$ cat src/rtl/mpm_pkg.sv
// Shared definitions for the multi-project pad mux: register map, FSM states, STATUS layout.
package mpm_pkg;

    localparam logic [31:0] OFS_ACTIVE_REQ = 32'h0000_0000;
    localparam logic [31:0] OFS_OEB_LO     = 32'h0000_0004;
    localparam logic [31:0] OFS_OEB_HI     = 32'h0000_0008;
    localparam logic [31:0] OFS_STATUS     = 32'h0000_000C;
    localparam logic [31:0] OFS_SOFT_RST   = 32'h0000_0010;

    localparam int unsigned STATUS_CUR_LSB  = 0;
    localparam int unsigned STATUS_CUR_W    = 8;
    localparam int unsigned STATUS_BUSY_BIT = 8;

    typedef enum logic {
        ST_RUN   = 1'b0,
        ST_DRAIN = 1'b1
    } mpm_state_e;

endpackage

$ cat src/rtl/mpm_wb_regs.sv
// Wishbone register file for the project mux: one ack per transfer, read data only in the ack cycle.
module mpm_wb_regs
    import mpm_pkg::*;
#(
    parameter int unsigned NUM_PROJECTS = 8,
    parameter int unsigned IO_PADS      = 38,
    parameter logic [31:0] BASE_ADDR    = 32'h3000_0000
) (
    input  logic                    clk,
    input  logic                    reset,
    input  logic                    wbs_cyc_i,
    input  logic                    wbs_stb_i,
    input  logic                    wbs_we_i,
    input  logic [3:0]              wbs_sel_i,
    input  logic [31:0]             wbs_adr_i,
    input  logic [31:0]             wbs_dat_i,
    input  logic [7:0]              cur_i,
    input  logic                    busy_i,
    output logic                    wbs_ack_o,
    output logic [31:0]             wbs_dat_o,
    output logic [7:0]              active_req_o,
    output logic [IO_PADS-1:0]      oeb_o,
    output logic [NUM_PROJECTS-1:0] soft_rst_o,
    output logic                    active_wr_c
);

    localparam int unsigned HI_W = IO_PADS - 32;

    logic                    valid_q, valid_d;
    logic                    ack_q, ack_d;
    logic [31:0]             dat_q, dat_d;
    logic [7:0]              req_q, req_d;
    logic [IO_PADS-1:0]      oeb_q, oeb_d;
    logic [NUM_PROJECTS-1:0] soft_q, soft_d;

    logic        valid_c;
    logic        start_c;
    logic        wr_c;
    logic        full_sel_c;
    logic [31:0] ofs_c;
    logic [31:0] status_c;
    logic [31:0] rdata_c;

    // A transfer starts on the first cycle of a cyc&stb assertion, so a held strobe acks only once.
    always_comb begin
        valid_c    = wbs_cyc_i & wbs_stb_i;
        start_c    = valid_c & ~valid_q;
        wr_c       = start_c & wbs_we_i & (wbs_sel_i != 4'h0);
        full_sel_c = (wbs_sel_i == 4'hF);
        ofs_c      = wbs_adr_i - BASE_ADDR;

        status_c = '0;
        status_c[STATUS_CUR_LSB +: STATUS_CUR_W] = cur_i;
        status_c[STATUS_BUSY_BIT]                = busy_i;

        case (ofs_c)
            OFS_ACTIVE_REQ: rdata_c = {24'h0, req_q};
            OFS_OEB_LO:     rdata_c = oeb_q[31:0];
            OFS_OEB_HI:     rdata_c = 32'(oeb_q[IO_PADS-1:32]);
            OFS_STATUS:     rdata_c = status_c;
            OFS_SOFT_RST:   rdata_c = 32'(soft_q);
            default:        rdata_c = '0;
        endcase
    end

    // Next-state for the bus handshake and the writable registers.
    always_comb begin
        valid_d     = valid_c;
        ack_d       = start_c;
        dat_d       = (start_c && !wr_c) ? rdata_c : 32'h0;
        req_d       = req_q;
        oeb_d       = oeb_q;
        soft_d      = soft_q;
        active_wr_c = 1'b0;

        if (wr_c) begin
            if (ofs_c == OFS_ACTIVE_REQ && wbs_sel_i[0]) begin
                req_d       = wbs_dat_i[7:0];
                active_wr_c = 1'b1;
            end
            if (full_sel_c) begin
                case (ofs_c)
                    OFS_OEB_LO:   oeb_d[31:0]         = wbs_dat_i;
                    OFS_OEB_HI:   oeb_d[IO_PADS-1:32] = wbs_dat_i[HI_W-1:0];
                    OFS_SOFT_RST: soft_d              = wbs_dat_i[NUM_PROJECTS-1:0];
                    default:      ;
                endcase
            end
        end
    end

    always_ff @(posedge clk) begin
        if (reset) begin
            valid_q <= 1'b0;
            ack_q   <= 1'b0;
            dat_q   <= '0;
            req_q   <= '0;
            oeb_q   <= '1;
            soft_q  <= '0;
        end else begin
            valid_q <= valid_d;
            ack_q   <= ack_d;
            dat_q   <= dat_d;
            req_q   <= req_d;
            oeb_q   <= oeb_d;
            soft_q  <= soft_d;
        end
    end

    assign wbs_ack_o    = ack_q;
    assign wbs_dat_o    = dat_q;
    assign active_req_o = req_q;
    assign oeb_o        = oeb_q;
    assign soft_rst_o   = soft_q;

endmodule

$ cat src/rtl/multi_project_mux.sv
// Selects one of NUM_PROJECTS user projects onto the pads, with a reset/drain window on every switch.
module multi_project_mux
    import mpm_pkg::*;
#(
    parameter int unsigned NUM_PROJECTS = 8,
    parameter int unsigned IO_PADS      = 38,
    parameter logic [31:0] BASE_ADDR    = 32'h3000_0000,
    parameter int unsigned SWITCH_HOLD  = 16
) (
    input  logic                            clk,
    input  logic                            reset,
    input  logic                            wbs_cyc_i,
    input  logic                            wbs_stb_i,
    input  logic                            wbs_we_i,
    input  logic [3:0]                      wbs_sel_i,
    input  logic [31:0]                     wbs_adr_i,
    input  logic [31:0]                     wbs_dat_i,
    output logic                            wbs_ack_o,
    output logic [31:0]                     wbs_dat_o,
    input  logic [IO_PADS-1:0]              io_in,
    output logic [IO_PADS-1:0]              io_out,
    output logic [IO_PADS-1:0]              io_oeb,
    input  logic [NUM_PROJECTS*IO_PADS-1:0] proj_out,
    output logic [NUM_PROJECTS*IO_PADS-1:0] proj_in,
    output logic [NUM_PROJECTS-1:0]         proj_reset
);

    localparam int unsigned       CNT_W    = $clog2(SWITCH_HOLD + 1);
    localparam logic [CNT_W-1:0]  CNT_LOAD = CNT_W'(SWITCH_HOLD);
    localparam logic [CNT_W-1:0]  CNT_ONE  = CNT_W'(1);

    mpm_state_e       state_q, state_d;
    logic [CNT_W-1:0] cnt_q, cnt_d;
    logic [7:0]       cur_q, cur_d;

    logic [7:0]              active_req;
    logic [IO_PADS-1:0]      oeb;
    logic [NUM_PROJECTS-1:0] soft_rst;
    logic                    active_wr_c;
    logic                    busy;

    assign busy = (state_q == ST_DRAIN);

    mpm_wb_regs #(
        .NUM_PROJECTS (NUM_PROJECTS),
        .IO_PADS      (IO_PADS),
        .BASE_ADDR    (BASE_ADDR)
    ) u_regs (
        .clk          (clk),
        .reset        (reset),
        .wbs_cyc_i    (wbs_cyc_i),
        .wbs_stb_i    (wbs_stb_i),
        .wbs_we_i     (wbs_we_i),
        .wbs_sel_i    (wbs_sel_i),
        .wbs_adr_i    (wbs_adr_i),
        .wbs_dat_i    (wbs_dat_i),
        .cur_i        (cur_q),
        .busy_i       (busy),
        .wbs_ack_o    (wbs_ack_o),
        .wbs_dat_o    (wbs_dat_o),
        .active_req_o (active_req),
        .oeb_o        (oeb),
        .soft_rst_o   (soft_rst),
        .active_wr_c  (active_wr_c)
    );

    // A new ACTIVE_REQ write always restarts the drain, even mid-drain.
    always_comb begin
        state_d = state_q;
        cnt_d   = cnt_q;
        cur_d   = cur_q;

        if (active_wr_c) begin
            state_d = ST_DRAIN;
            cnt_d   = CNT_LOAD;
        end else if (state_q == ST_DRAIN) begin
            if (cnt_q == CNT_ONE) begin
                state_d = ST_RUN;
                cur_d   = active_req;
            end else begin
                cnt_d = cnt_q - CNT_ONE;
            end
        end
    end

    always_ff @(posedge clk) begin
        if (reset) begin
            state_q <= ST_DRAIN;
            cnt_q   <= CNT_LOAD;
            cur_q   <= '0;
        end else begin
            state_q <= state_d;
            cnt_q   <= cnt_d;
            cur_q   <= cur_d;
        end
    end

    // Pads are isolated unless running a valid project; out-of-range selections leave everything parked.
    always_comb begin
        io_out     = '0;
        io_oeb     = '1;
        proj_in    = '0;
        proj_reset = '1;
        if (state_q == ST_RUN) begin
            for (int p = 0; p < NUM_PROJECTS; p++) begin
                if (cur_q == 8'(p)) begin
                    io_out                        = proj_out[p*IO_PADS +: IO_PADS];
                    io_oeb                        = oeb;
                    proj_in[p*IO_PADS +: IO_PADS] = io_in;
                    proj_reset[p]                 = soft_rst[p];
                end
            end
        end
    end

endmodule
$ cat config.mk
export PLATFORM = sky130hd
export DESIGN_NAME = multi_project_mux
export DESIGN_NICKNAME = d
export VERILOG_FILES = /design/src/rtl/mpm_pkg.sv /design/src/rtl/mpm_wb_regs.sv /design/src/rtl/multi_project_mux.sv
export SDC_FILE = /design/constraint.sdc
export NUM_CORES = 1
export LEC_CHECK = 0
export BUFFER_PORTS_ARGS = -buffer_cell sky130_fd_sc_hd__buf_4
export CORE_AREA = 2 2 329 331
export CTS_CLUSTER_DIAMETER = 60
export DETAILED_ROUTE_END_ITERATION = 6
export DIE_AREA = 0 0 331 333
export PLACE_DENSITY_LB_ADDON = 0.1
export RECOVER_POWER = 25
export SYNTH_ARGS = -nofsm -noshare
export SYNTH_HDL_FRONTEND = slang
export SYNTH_SLANG_ARGS = --single-unit
$ cat constraint.sdc
create_clock -name clk -period 4.28 [get_ports clk]
set_input_delay 0.214 -clock clk [delete_from_list [all_inputs] [get_ports clk]]
set_output_delay 0.214 -clock clk [all_outputs]
set_load 0.005 [all_outputs]
Word level (Yosys, flattened, before mapping) --
Index checks and enable logic that the tools add are counted.
Cells by class: add/sub/neg operators 2, eq/ne operators 13, mux-type cells 41, bitwise gates (word level) 8, reductions and logical operators 14
Operators by type and width (count):
- $mux W38 | 26
- $mux W304 | 1
- $pmux W32 S5 | 1
- $eq A32 B4 Y1 const B | 2
- $eq A32 B3 Y1 const B | 1
- $eq A32 B5 Y1 const B | 1
- $eq A8 B3 Y1 const B | 4
- $logic_not A32 Y1 | 1
- $sub A32 B30 Y32 const B | 1
- $eq A8 B2 Y1 const B | 2
- $mux W1 | 12
- $reduce_and A3 Y1 | 4
- $eq A8 B1 Y1 const B | 1
- $logic_not A8 Y1 | 1
- $mux W8 | 1
- $eq A5 B1 Y1 const B | 1
- $sub A5 B1 Y5 const B | 1
- $and A1 B1 Y1 | 4
- $eq A4 B4 Y1 const B | 1
- $not A1 Y1 | 4
- $reduce_and A2 Y1 | 2
- $reduce_bool A4 Y1 | 1
- $reduce_or A2 Y1 | 2
- $logic_and A1 B1 Y1 | 2
- $logic_not A1 Y1 | 1
Storage, ports and cells: bits in registers 102, output and inout port bits 421, word-level logic and storage cells 88

Depth between registers and ports, before layout --
Gate-level depths: netlist (run 1).
depth after elaboration 10, gate-level depth with buffers 8, depth with buffers taken out 6

By module --
A second synthesis (run 1) with hierarchy kept.
Second synthesis, totals: cell total of the unflattened synthesis 1313, area total of the unflattened synthesis 9899.5 um2
By module, submodules not included:
- multi_project_mux | instances 1, cells each 967, area an instance 6338.6 um2, sequential area each 280.3 um2
- mpm_wb_regs | instances 1, cells each 346, area an instance 3560.9 um2, sequential area each 1761.7 um2

Worst setup path after synthesis (run 1) --
No wires, ideal clock.
kind register -> output, from register cur_q[3], to output port io_out[11], arrival 1.774 ns, data required time 4.066 ns, path slack 2.292 ns, stages on the path, launching flop included 6, cells stage by stage dfxtp_1 -> or4_4 -> buf_6 -> nor4b_4 -> buf_6 -> a32o_1
Between the ends: cells in the longest elaborated chain, start to end 10
Ends and longest elaborated chain:
- from (decl) | RTL line multi_project_mux.sv:34 | logic [7:0] cur_q, cur_d;
- from (signal assigned) | RTL line multi_project_mux.sv:94 | cur_q <= cur_d;
- $logic_not A8 Y1 | RTL line multi_project_mux.sv:106 | if (cur_q == 8'(p)) begin
- $mux W38 (7 in a row) | RTL line multi_project_mux.sv:106
- $mux W38 (*) | RTL line multi_project_mux.sv:106
- $mux W38 (*) | RTL line multi_project_mux.sv:104 | if (state_q == ST_RUN) begin
- to (decl) | RTL line multi_project_mux.sv:21 | output logic [IO_PADS-1:0] io_out,
Mark *: on every way between the ends. The rest lies on a longest branch, timed or not.

Worst setup path in the final report (run 1) --
from register cur_q[3], to output port proj_in[100]
Between the ends: cells in the longest elaborated chain, start to end 3
Ends and longest elaborated chain:
- $eq A8 B2 Y1 | RTL line multi_project_mux.sv:106
- $mux W38 | RTL line multi_project_mux.sv:106
- $mux W304 | RTL line multi_project_mux.sv:104
- to (decl) | RTL line multi_project_mux.sv:24 | output logic [NUM_PROJECTS*IO_PADS-1:0] proj_in,
Every way passes these cells.

==> results.py, run 1 <==
metrics = {
    "clock_tree": {
        "post_cts_buffers": 0,
        "clockBufferDepth": 2,
        "clk_pin_slew_ns": 0.08,
        "cts_tree": "done",
        "hold_buffers": 0,
        "cts_buffers": 9,
        "cts.sinks": 102,
        "ctsResizeCount": 0,
        "root_buffer": "clkbuf_16",
        "htreeDepth": 3,
        "clkLatencyLatePin_ns": 0.38,
    },
    "place": {
        "dp_hpwl_microns": 69950,
        "port-buffer-count": 835,
        "place_congestion": 0.8672,
        "placed_area_sq_mm": 0.01734,
    },
    "critical_path": {
        "endpoint_kind": "primary output",
        "reg2reg_from": "u_regs.valid_q",
        "crit_type": "reg2out",
        "slowest_delay_ns": 0.74,
        "critPathRequiredTime_ns": 4.07,
        "cpMaxStageDelayCell": "or4_4",
        "path_cells": "or4_4 > nor3_1 > nand3_2 > buf_4 > nor2_1 > buf_4",
        "critPathMaxFanout": 22,
        "r2r_end": "u_regs.oeb_o[35]",
        "rrSetupSlack_ns": 1.00,
        "worstPathArrival_ns": 3.22,
        "rr_worst_depth": 4,
        "path_buf_inv": 2,
        "crit_family": "simple AND/OR/NAND/NOR gates",
        "start_kind": "flip-flop",
        "crit_top_cell": "buf_4",
    },
    "sta": {
        "skew_ns": 0.01266,
        "tns_ns": 0,
        "slew_viol_final": 40,
        "period_share_pct": 80.33,
        "max_freq_mhz": 290.8,
        "maxSlewHeadroom_pct": -24.59,
        "rsz0062_at_grt": "no",
        "hold_viol": 0,
        "layout_min_cycle_time_ns": 3.438,
        "worstMarginPinSlew_ns": 1.852,
        "setup_violations": 0,
    },
    "status": {
        "violations": "capacitance limit, slew limit",
        "status": "finished with violations",
    },
    "power": {
        "p_clk_share_pct": 30.9,
        "power.share.switching_pct": 32.61,
        "combPwrFrac_pct": 33.1,
        "power_leakage_nw": 7.194,
        "intPower_mw": 1.859,
        "ir_worst_vdd_v": 0.0001506,
        "power_switching_uw": 899.6,
        "p_seq_share_pct": 36.0,
        "power_density_mw_per_mm2": 158.4,
    },
    "logic_synthesis": {
        "synth.area.mux_share_pct": 11.67,
        "yosysTopAreaCellShare_pct": 20.85,
        "yosys.area_share.simple_pct": 42.90,
        "synth-xor-area-share_pct": 0.2682,
        "synth-compound-area-share_pct": 14.93,
        "ys.flop_type": "dfxtp_1",
        "synthDistinctLibCells": 64,
        "yosys_warnings": 0,
        "seq_area_frac_synth_pct": 20.85,
        "avgSynthCellArea_sq_um": 6.889,
        "synth_edf_count": 0,
        "synth_async_sr_flop_share_pct": 0,
        "synth_area_leader_cell": "dfxtp_1",
        "syn_area_sq_mm": 0.009796,
        "synthAdderAreaFrac_pct": 0.2555,
        "synth_top_family_by_area": "simple AND/OR/NAND/NOR gates",
        "syn_inst": 1422,
        "ys_ff_latch": 102,
        "syn_nets": 1839,
        "synth.area.top_cells": "dfxtp_1, nor2_1, mux2i_1",
    },
    "route": {
        "postRouteAntennaNets": 0,
        "routedWlPerCell_microns": 24.61,
        "wl_microns": 87160,
        "dr_total_vias": 13360,
        "firstDrtPassIters": 5,
        "drtIter0Drc": 728,
        "avgViaCountPerCell": 3.772,
        "drc": 0,
    },
    "global_route": {
        "antenna_found_initial": 26,
        "grt_max_degree": 67,
        "grt_pass1_vias": 13280,
        "grt.overflow.total": 0,
        "grt_first_pass_wirelength_microns": 115100,
        "grt_use_total_pct": 14.83,
    },
    "floorplan": {
        "rows": 120,
        "die_w_microns": 331,
        "chipHeight_microns": 333,
        "die_area_sq_mm": 0.1102,
        "core_area_sq_mm": 0.1066,
        "start_util_pct": 9.189,
        "io_pins": 836,
    },
    "worst_hold_path": {
        "hold_end": "u_regs.oeb_o[26]",
        "hold_depth": 3,
        "hp-start": "wbs_dat_i[26]",
        "worst_hold_path_type": "in2reg",
    },
    "finish": {
        "area_growth_pct": 77.76,
        "nNetsFinal": 2542,
        "fin_util_pct": 16.33,
        "stdcell_area_sq_mm": 0.01741,
        "layout-drive-gt1-share_pct": 42.56,
    },
    "flow_run": {
        "drv_cap": 3,
    },
}
state kept, by name, summed over array words and instances (netlist names):
signal,flops
busy,1
cnt_q,5
cur_q,8
u_regs.active_req_o,8
u_regs.oeb_o,38
u_regs.soft_rst_o,8
u_regs.valid_q,1
u_regs.wbs_ack_o,1
u_regs.wbs_dat_o,32
how the worst max path moves through the flow:
stage	start	to	slack (ns)	cells past startpoint
floorplan	cur_q[3]	io_out[11]	2.29	5
global placement	cur_q[3]	proj_in[102]	1.28	6
detailed placement	cur_q[3]	proj_in[103]	1.15	6
CTS	cur_q[3]	proj_in[103]	0.71	6
global route	cur_q[3]	proj_in[100]	0.59	6
finish	cur_q[3]	proj_in[100]	0.84	6
placed cells by master, fill, tap and decap left out, types with 7 or more instances in the layout:
cell type	instances
buf_4	814
clkbuf_16	9
o21a_1	27
nor2b_1	37
a22oi_1	27
mux2i_1	85
clkbuf_4	16
and3b_1	55
nor3_2	16
a21oi_1	19
o31ai_1	14
nand3_1	39
nand4_1	7
a32oi_1	10
nor3_1	30
or3_1	25
clkbuf_1	35
mux4_2	10
dfxtp_1	98
nor2_1	395
o21ai_0	62
nand3b_1	14
a32o_1	27
nand2b_1	77
diode_2	10
nor4b_1	8
nand2_1	59
inv_1	32
through the flow:
| step | worst slack [ns] | total power, mW | hold slack, ns | cells |
|---|---|---|---|---|
| after floorplan | 2.292 | 1.388 | 0.3145 | 1422 |
| after global placement | 1.280 | 1.949 | 0.4616 | 3517 |
| after detailed placement | 1.151 | 1.948 | 0.4594 | 3517 |
| after CTS | 0.7120 | 2.832 | 0.06297 | 3532 |
| after global routing | 0.5944 | 2.922 | 0.08092 | 3535 |
| final | 0.8417 | 2.759 | 0.08921 | 3542 |
cells by family (layout without fill, tap and decap cells):
| family | count (synthesis) | count (layout) |
|---|---|---|
| compound gates | 208 | 208 |
| xor+xnor | 3 | 3 |
| fa+ha+maj | 2 | 2 |
| buf+inv | 206 | 913 |
| flops | 102 | 102 |
| mux | 101 | 101 |
| other cells | 0 | 10 |
| simple gates | 800 | 800 |
power by group through the flow:
stage	Clock [mW]	Combinational [mW]	Sequential [mW]
5_1_grt	0.925	1.00	0.996
2_1_floorplan	0	0.377	1.01
4_1_cts	0.904	0.936	0.993
3_5_place_dp	0	0.932	1.02
3_3_place_gp	0	0.935	1.01
6_report	0.852	0.914	0.992
worst reg2reg max path, stage by stage (launching register included):
cell,delay [ns]
dfxtp_1,0.31
nand3b_1,0.44
or3_2,0.68
nor4_1,1.48
mux2i_1,0.20
final cells by class:
cell class	instances	area [sq um]
Fill cell	12400	89190
Multi-Input combinational cell	1114	6814
Timing Repair Buffer	866	6367
Sequential cell	102	2052
Tap cell	1403	1755
Clock buffer	10	239.0
Inverter	32	120.1
Clock inverter	5	40.04
Antenna cell	10	25.02
synthesized netlist by cell type, types with 7 or more instances:
library cell	instances
a32o_1	27
nand2_1	60
and3b_1	55
a22oi_1	27
nand3_1	45
clkbuf_2	7
nor2_1	395
o21ai_0	62
o31ai_1	14
mux2i_1	85
buf_6	9
buf_1	23
inv_1	32
a21oi_1	19
buf_2	23
nor3_2	21
nor2b_1	38
clkbuf_1	108
or3_1	25
nor4b_1	8
a32oi_1	10
nor3_1	25
o21a_1	27
mux4_2	10
nand2b_1	77
dfxtp_1	102
nand3b_1	13
metal layers:
metal	global-route usage (%)	share of wire, %
met5	0	0.11
met1	17.72	41
met4	2.185	1.1
met3	5.231	9.4
met2	25.77	49
(Power assumes the default switching activity.)
==> run 2: changes to the inputs <==
- clock period: 4.28 -> 2.8 ns (I/O delays scaled with it)
==> run 2 against run 1 <==
  * The flow now finishes without violations
  * Register-to-register slack worse by 0.81 ns
  * Via count up 0.66%
  * Worst hold slack lost 0.065 ns
  * Critical endpoint is now io_out[26]
  * Highest routed layer unchanged
  * Final cell count is 0.93% higher
  * Sequential cell count stayed put
  * Clock-buffer cell count increased by 1
==> results.py, run 2 (synthesis results as in run 1) <==
metrics = {
    "place": {
        "place_congestion": 0.8787,
        "dp_hpwl_microns": 69630,
        "dp.cells": 3539,
        "port-buffer-count": 835,
    },
    "finish": {
        "fillCellCount": 12350,
        "stdcell_count": 3575,
        "nNetsFinal": 2570,
        "mostFrequentLayoutCells": "buf_4, nor2_1, dfxtp_1, mux2i_1, nand2b_1",
        "largest_reg_flops": 38,
        "layout-drive-gt1-share_pct": 43.44,
        "area_growth_pct": 82.22,
        "final_common_cell": "buf_4",
    },
    "power": {
        "ir_worst_vdd_v": 0.0002475,
        "power_density_mw_per_mm2": 242.6,
        "power_leakage_nw": 7.448,
        "finalPower_mw": 4.330,
    },
    "route": {
        "avgViaCountPerCell": 3.762,
        "wl_microns": 86120,
        "drc": 0,
        "dr_total_vias": 13450,
        "routedWlPerCell_microns": 24.09,
        "postRouteAntennaNets": 0,
        "drtIter0Drc": 699,
        "firstDrtPassIters": 4,
    },
    "sta": {
        "maxSlewHeadroom_pct": 9.547,
        "max_freq_mhz": 364.1,
        "setup_violations": 0,
        "hold_viol": 0,
        "slew_viol_final": 0,
        "skew_ns": 0.01324,
        "period_share_pct": 98.10,
        "worstMarginPinSlew_ns": 1.357,
        "rsz0062_at_grt": "yes",
        "layout_min_cycle_time_ns": 2.747,
    },
    "critical_path": {
        "path_cells": "or4_4 > buf_4 > nor4b_4 > buf_12 > nand2_1 > o31ai_1 > buf_4",
        "start_kind": "flip-flop",
        "cpMaxStageDelayCell": "or4_4",
        "crit_type": "reg2out",
        "slowest_delay_ns": 0.64,
        "endpoint_kind": "primary output",
        "crit_top_cell": "buf_4",
        "worstPathArrival_ns": 2.61,
        "critPathRequiredTime_ns": 2.66,
        "critPathMaxFanout": 34,
    },
    "floorplan": {
        "io_pins": 836,
        "die_area_sq_mm": 0.1102,
        "core_area_sq_mm": 0.1066,
        "rows": 120,
        "die_w_microns": 331,
        "start_util_pct": 9.189,
        "chipHeight_microns": 333,
    },
    "global_route": {
        "grt.overflow.total": 0,
        "grt_pass1_vias": 13440,
        "grt_use_total_pct": 14.72,
        "grt_first_pass_wirelength_microns": 114800,
        "antenna_found_initial": 34,
        "grt_max_degree": 62,
    },
    "worst_hold_path": {
        "worst_hold_path_type": "in2reg",
    },
    "clock_tree": {
        "root_buffer": "clkbuf_16",
        "cts_buffers": 9,
        "cts_tree": "done",
        "clockBufferDepth": 2,
        "clk_pin_slew_ns": 0.08,
        "htreeDepth": 3,
        "cts.sinks": 102,
        "clkLatencyLatePin_ns": 0.37,
    },
    "status": {
        "status": "finished clean",
    },
    "flow_run": {
        "drv_cap": 0,
    },
}
==> run 2: cell types whose count changed in the layout (fill, tap and decap cells not counted), sizes merged <==
cell / previous run / this run
diode: 10 / 15
clkinv: 2 / 1
buf: 814 / 854
inv: 35 / 33
clkbuf: 62 / 51
bufinv: 0 / 1
clkinvlp: 0 / 1
==> run 2: per-stage QoR <==
stage          hold slack [ns]  setup TNS, ns  cell area, sq um  util, %  setup WS [ns]
2_1_floorplan           0.2405              0              9796        -         0.8863
3_3_place_gp            0.3953              0             17670    16.57         0.3364
3_5_place_dp            0.4071              0             17670    16.57         0.2393
4_1_cts               0.001926              0             17990    16.87        0.01923
5_1_grt                0.01827        -0.2613             17830    16.73       -0.05667
6_report               0.02462              0             17850    16.74        0.05325
==> run 2: report_power, final <==
group | switching, mW | leakage (nW) | internal [mW]
Clock | 0.633 | 0.148 | 0.744
Combinational | 0.691 | 6.47 | 0.743
Sequential | 0.0337 | 0.827 | 1.49
==> run 2: path summary, 6_finish.rpt <==
check | end | from | slack, ns | cells past startpoint
hold reg to reg | u_regs.wbs_ack_o | u_regs.valid_q | 0.46 | 1
setup / recovery | io_out[26] | cur_q[6] | 0.05 | 7
setup reg to reg | u_regs.oeb_o[4] | u_regs.valid_q | 0.19 | 5
hold / removal | u_regs.oeb_o[19] | wbs_dat_i[19] | 0.02 | 3
==> run 2: layer usage <==
| layer | GRT usage [%] | vias up | share of wire, % |
|---|---|---|---|
| met5 | 0 | - | 0.11 |
| met4 | 2.990 | 14 | 1.4 |
| met3 | 4.879 | 58 | 8.9 |
| met2 | 25.46 | 521 | 49 |
| met1 | 17.57 | 6531 | 41 |
| li1 | - | 6326 | - |
==> run 2: critical path, delay by kind of cell (launching register included) <==
| family | cells | cell delay (ns) |
|---|---|---|
| DFF | 1 | 0.37 |
| buffers and inverters | 3 | 0.61 |
| AOI/OAI and AO/OA | 1 | 0.09 |
| and+or+nand+nor | 3 | 1.11 |
==> run 2: timing repair <==
item	4_1_cts	5_1_grt
hold buffers	0	0
gates resized for setup	3	7
setup endpoints to repair	37	82
buffers inserted	0	6
pin swaps	0	1
==> run 2: area by class of cell <==
class	instances	area, sq um	share of cell area [%]
well taps	1403	1755	9.835
repair buffers	894	6788	38.03
inverters	32	120.1	0.6729
flip-flops and latches	102	2053	11.50
diodes	15	37.54	0.2103
clock buffers	11	252.7	1.416
multi-input cells	1114	6788	38.03
clock inverters	4	55.05	0.3084
==> run 3: changes to the inputs <==
- CORE_AREA: 2 2 329 331 -> 3 3 321 323
- DIE_AREA: 0 0 331 333 -> 0 0 324 326
- PLACE_DENSITY: default -> 0.4
- PLACE_DENSITY_LB_ADDON: 0.1 -> default
==> run 3 against run 2 <==
  * The flow now finishes with violations (capacitance limit, slew limit)
  * Routed wire length shrank 10%
  * Critical path depth is the same
  * Power rose by 0.28%
  * Final cell count down 3.0%
==> results.py, run 3 (synthesis results as in run 1) <==
metrics = {
    "global_route": {
        "grt.overflow.total": 0,
        "antenna_found_initial": 16,
        "grt_max_degree": 54,
        "grt_pass1_vias": 13100,
        "grt_use_total_pct": 13.56,
        "grt_first_pass_wirelength_microns": 103400,
    },
    "critical_path": {
        "start_kind": "flip-flop",
        "worstPathArrival_ns": 2.59,
        "crit_type": "reg2out",
        "endpoint_kind": "primary output",
        "critPathRequiredTime_ns": 2.66,
        "critPathMaxFanout": 13,
    },
    "flow_run": {
        "drv_cap": 1,
    },
    "clock_tree": {
        "cts.sinks": 102,
        "clkLatencyLatePin_ns": 0.36,
        "clockBufferDepth": 2,
        "hold_buffers": 0,
        "clk_pin_slew_ns": 0.07,
        "root_buffer": "clkbuf_16",
        "htreeDepth": 3,
        "cts_tree": "done",
        "cts_buffers": 9,
    },
    "worst_hold_path": {
        "worst_hold_path_type": "in2reg",
    },
    "sta": {
        "max_freq_mhz": 366.7,
        "maxSlewHeadroom_pct": -35.92,
        "period_share_pct": 97.39,
        "tns_ns": 0,
        "rsz0062_at_grt": "yes",
        "hold_viol": 0,
        "worstMarginPinSlew_ns": 2.039,
        "slew_viol_final": 47,
        "worst_slack_ns": 0.07318,
        "skew_ns": 0.006644,
        "setup_violations": 0,
        "layout_min_cycle_time_ns": 2.727,
    },
    "power": {
        "power_density_mw_per_mm2": 244.6,
        "finalPower_mw": 4.342,
        "power_leakage_nw": 7.496,
        "ir_worst_vdd_v": 0.0003371,
    },
    "finish": {
        "stdcell_count": 3466,
        "nNetsFinal": 2575,
        "fin_util_pct": 17.73,
        "largest_reg_flops": 38,
        "mostFrequentLayoutCells": "buf_4, nor2_1, dfxtp_1, mux2i_1, nand2b_1",
        "layout-drive-gt1-share_pct": 43.43,
        "final_common_cell": "buf_4",
        "area_growth_pct": 81.24,
    },
    "place": {
        "port-buffer-count": 835,
        "dp.cells": 3442,
        "post-place-ws_ns": 0.3181,
        "dp_hpwl_microns": 62650,
        "place_congestion": 0.8653,
    },
    "route": {
        "dr_total_vias": 13340,
        "wl_microns": 77410,
        "postRouteAntennaNets": 0,
        "drc": 0,
        "routedWlPerCell_microns": 22.34,
        "avgViaCountPerCell": 3.848,
        "drtIter0Drc": 838,
        "firstDrtPassIters": 7,
    },
    "floorplan": {
        "rows": 116,
        "core_area_sq_mm": 0.1001,
        "die_w_microns": 324,
        "die_area_sq_mm": 0.1056,
        "chipHeight_microns": 326,
        "start_util_pct": 9.781,
        "io_pins": 836,
    },
    "status": {
        "violations": "capacitance limit, slew limit",
        "status": "finished with violations",
    },
}
-- run 3: where the power goes --
part           internal [mW]  switching (mW)
clock                  0.718           0.623
combinational          0.758           0.725
sequential              1.48          0.0331
-- run 3: critical path, stage by stage, from the launching register on --
cell,delay (ns)
dfxtp_1,0.36
or4_4,0.67
nor3_4,0.26
buf_12,0.19
buf_4,0.20
o21a_1,0.17
a32o_1,0.23
buf_4,0.13
-- run 3: final cells by class --
type,count,area (sq um)
flip-flops and latches,102,2052
clock buffers,10,239.0
clock inverters,5,57.56
inverters,32,120.1
diodes,6,15.01
well taps,1298,1624
fillers,11560,82390
multi-input cells,1114,6823
repair buffers,899,6823
-- run 3: metrics by stage --
step	hold slack [ns]	cell area [sq um]
6_report	0.03329	17750
3_5_place_dp	0.4051	17630
4_1_cts	0.01824	17930
5_1_grt	0.03930	17750
3_3_place_gp	0.3954	17630
2_1_floorplan	0.2405	9796
-- run 3: worst paths after layout --
kind / startpoint / end / slack [ns] / cells after the start
worst max-delay path: cur_q[4] / io_out[19] / 0.07 / 7
worst min-delay path: wbs_dat_i[23] / u_regs.oeb_o[23] / 0.03 / 3
worst max register to register: u_regs.valid_q / u_regs.oeb_o[13] / 0.23 / 5
worst min register to register: u_regs.oeb_o[28] / u_regs.wbs_dat_o[28] / 0.47 / 2
-- run 3: what timing repair did --
item,CTS,global route
setup endpoints to repair,3,10
cloned,0,1
pin swaps,0,3
gates resized for setup,3,6
setup buffers,0,2
-- run 3: per-layer routing --
layer,up-vias,routed length [microns],global-route usage (%)
li1,6321,-,-
met1,6347,32590,17.14
met2,614,37040,23.16
met3,49,6819,3.666
met4,6,917,2.377
met5,-,46,0
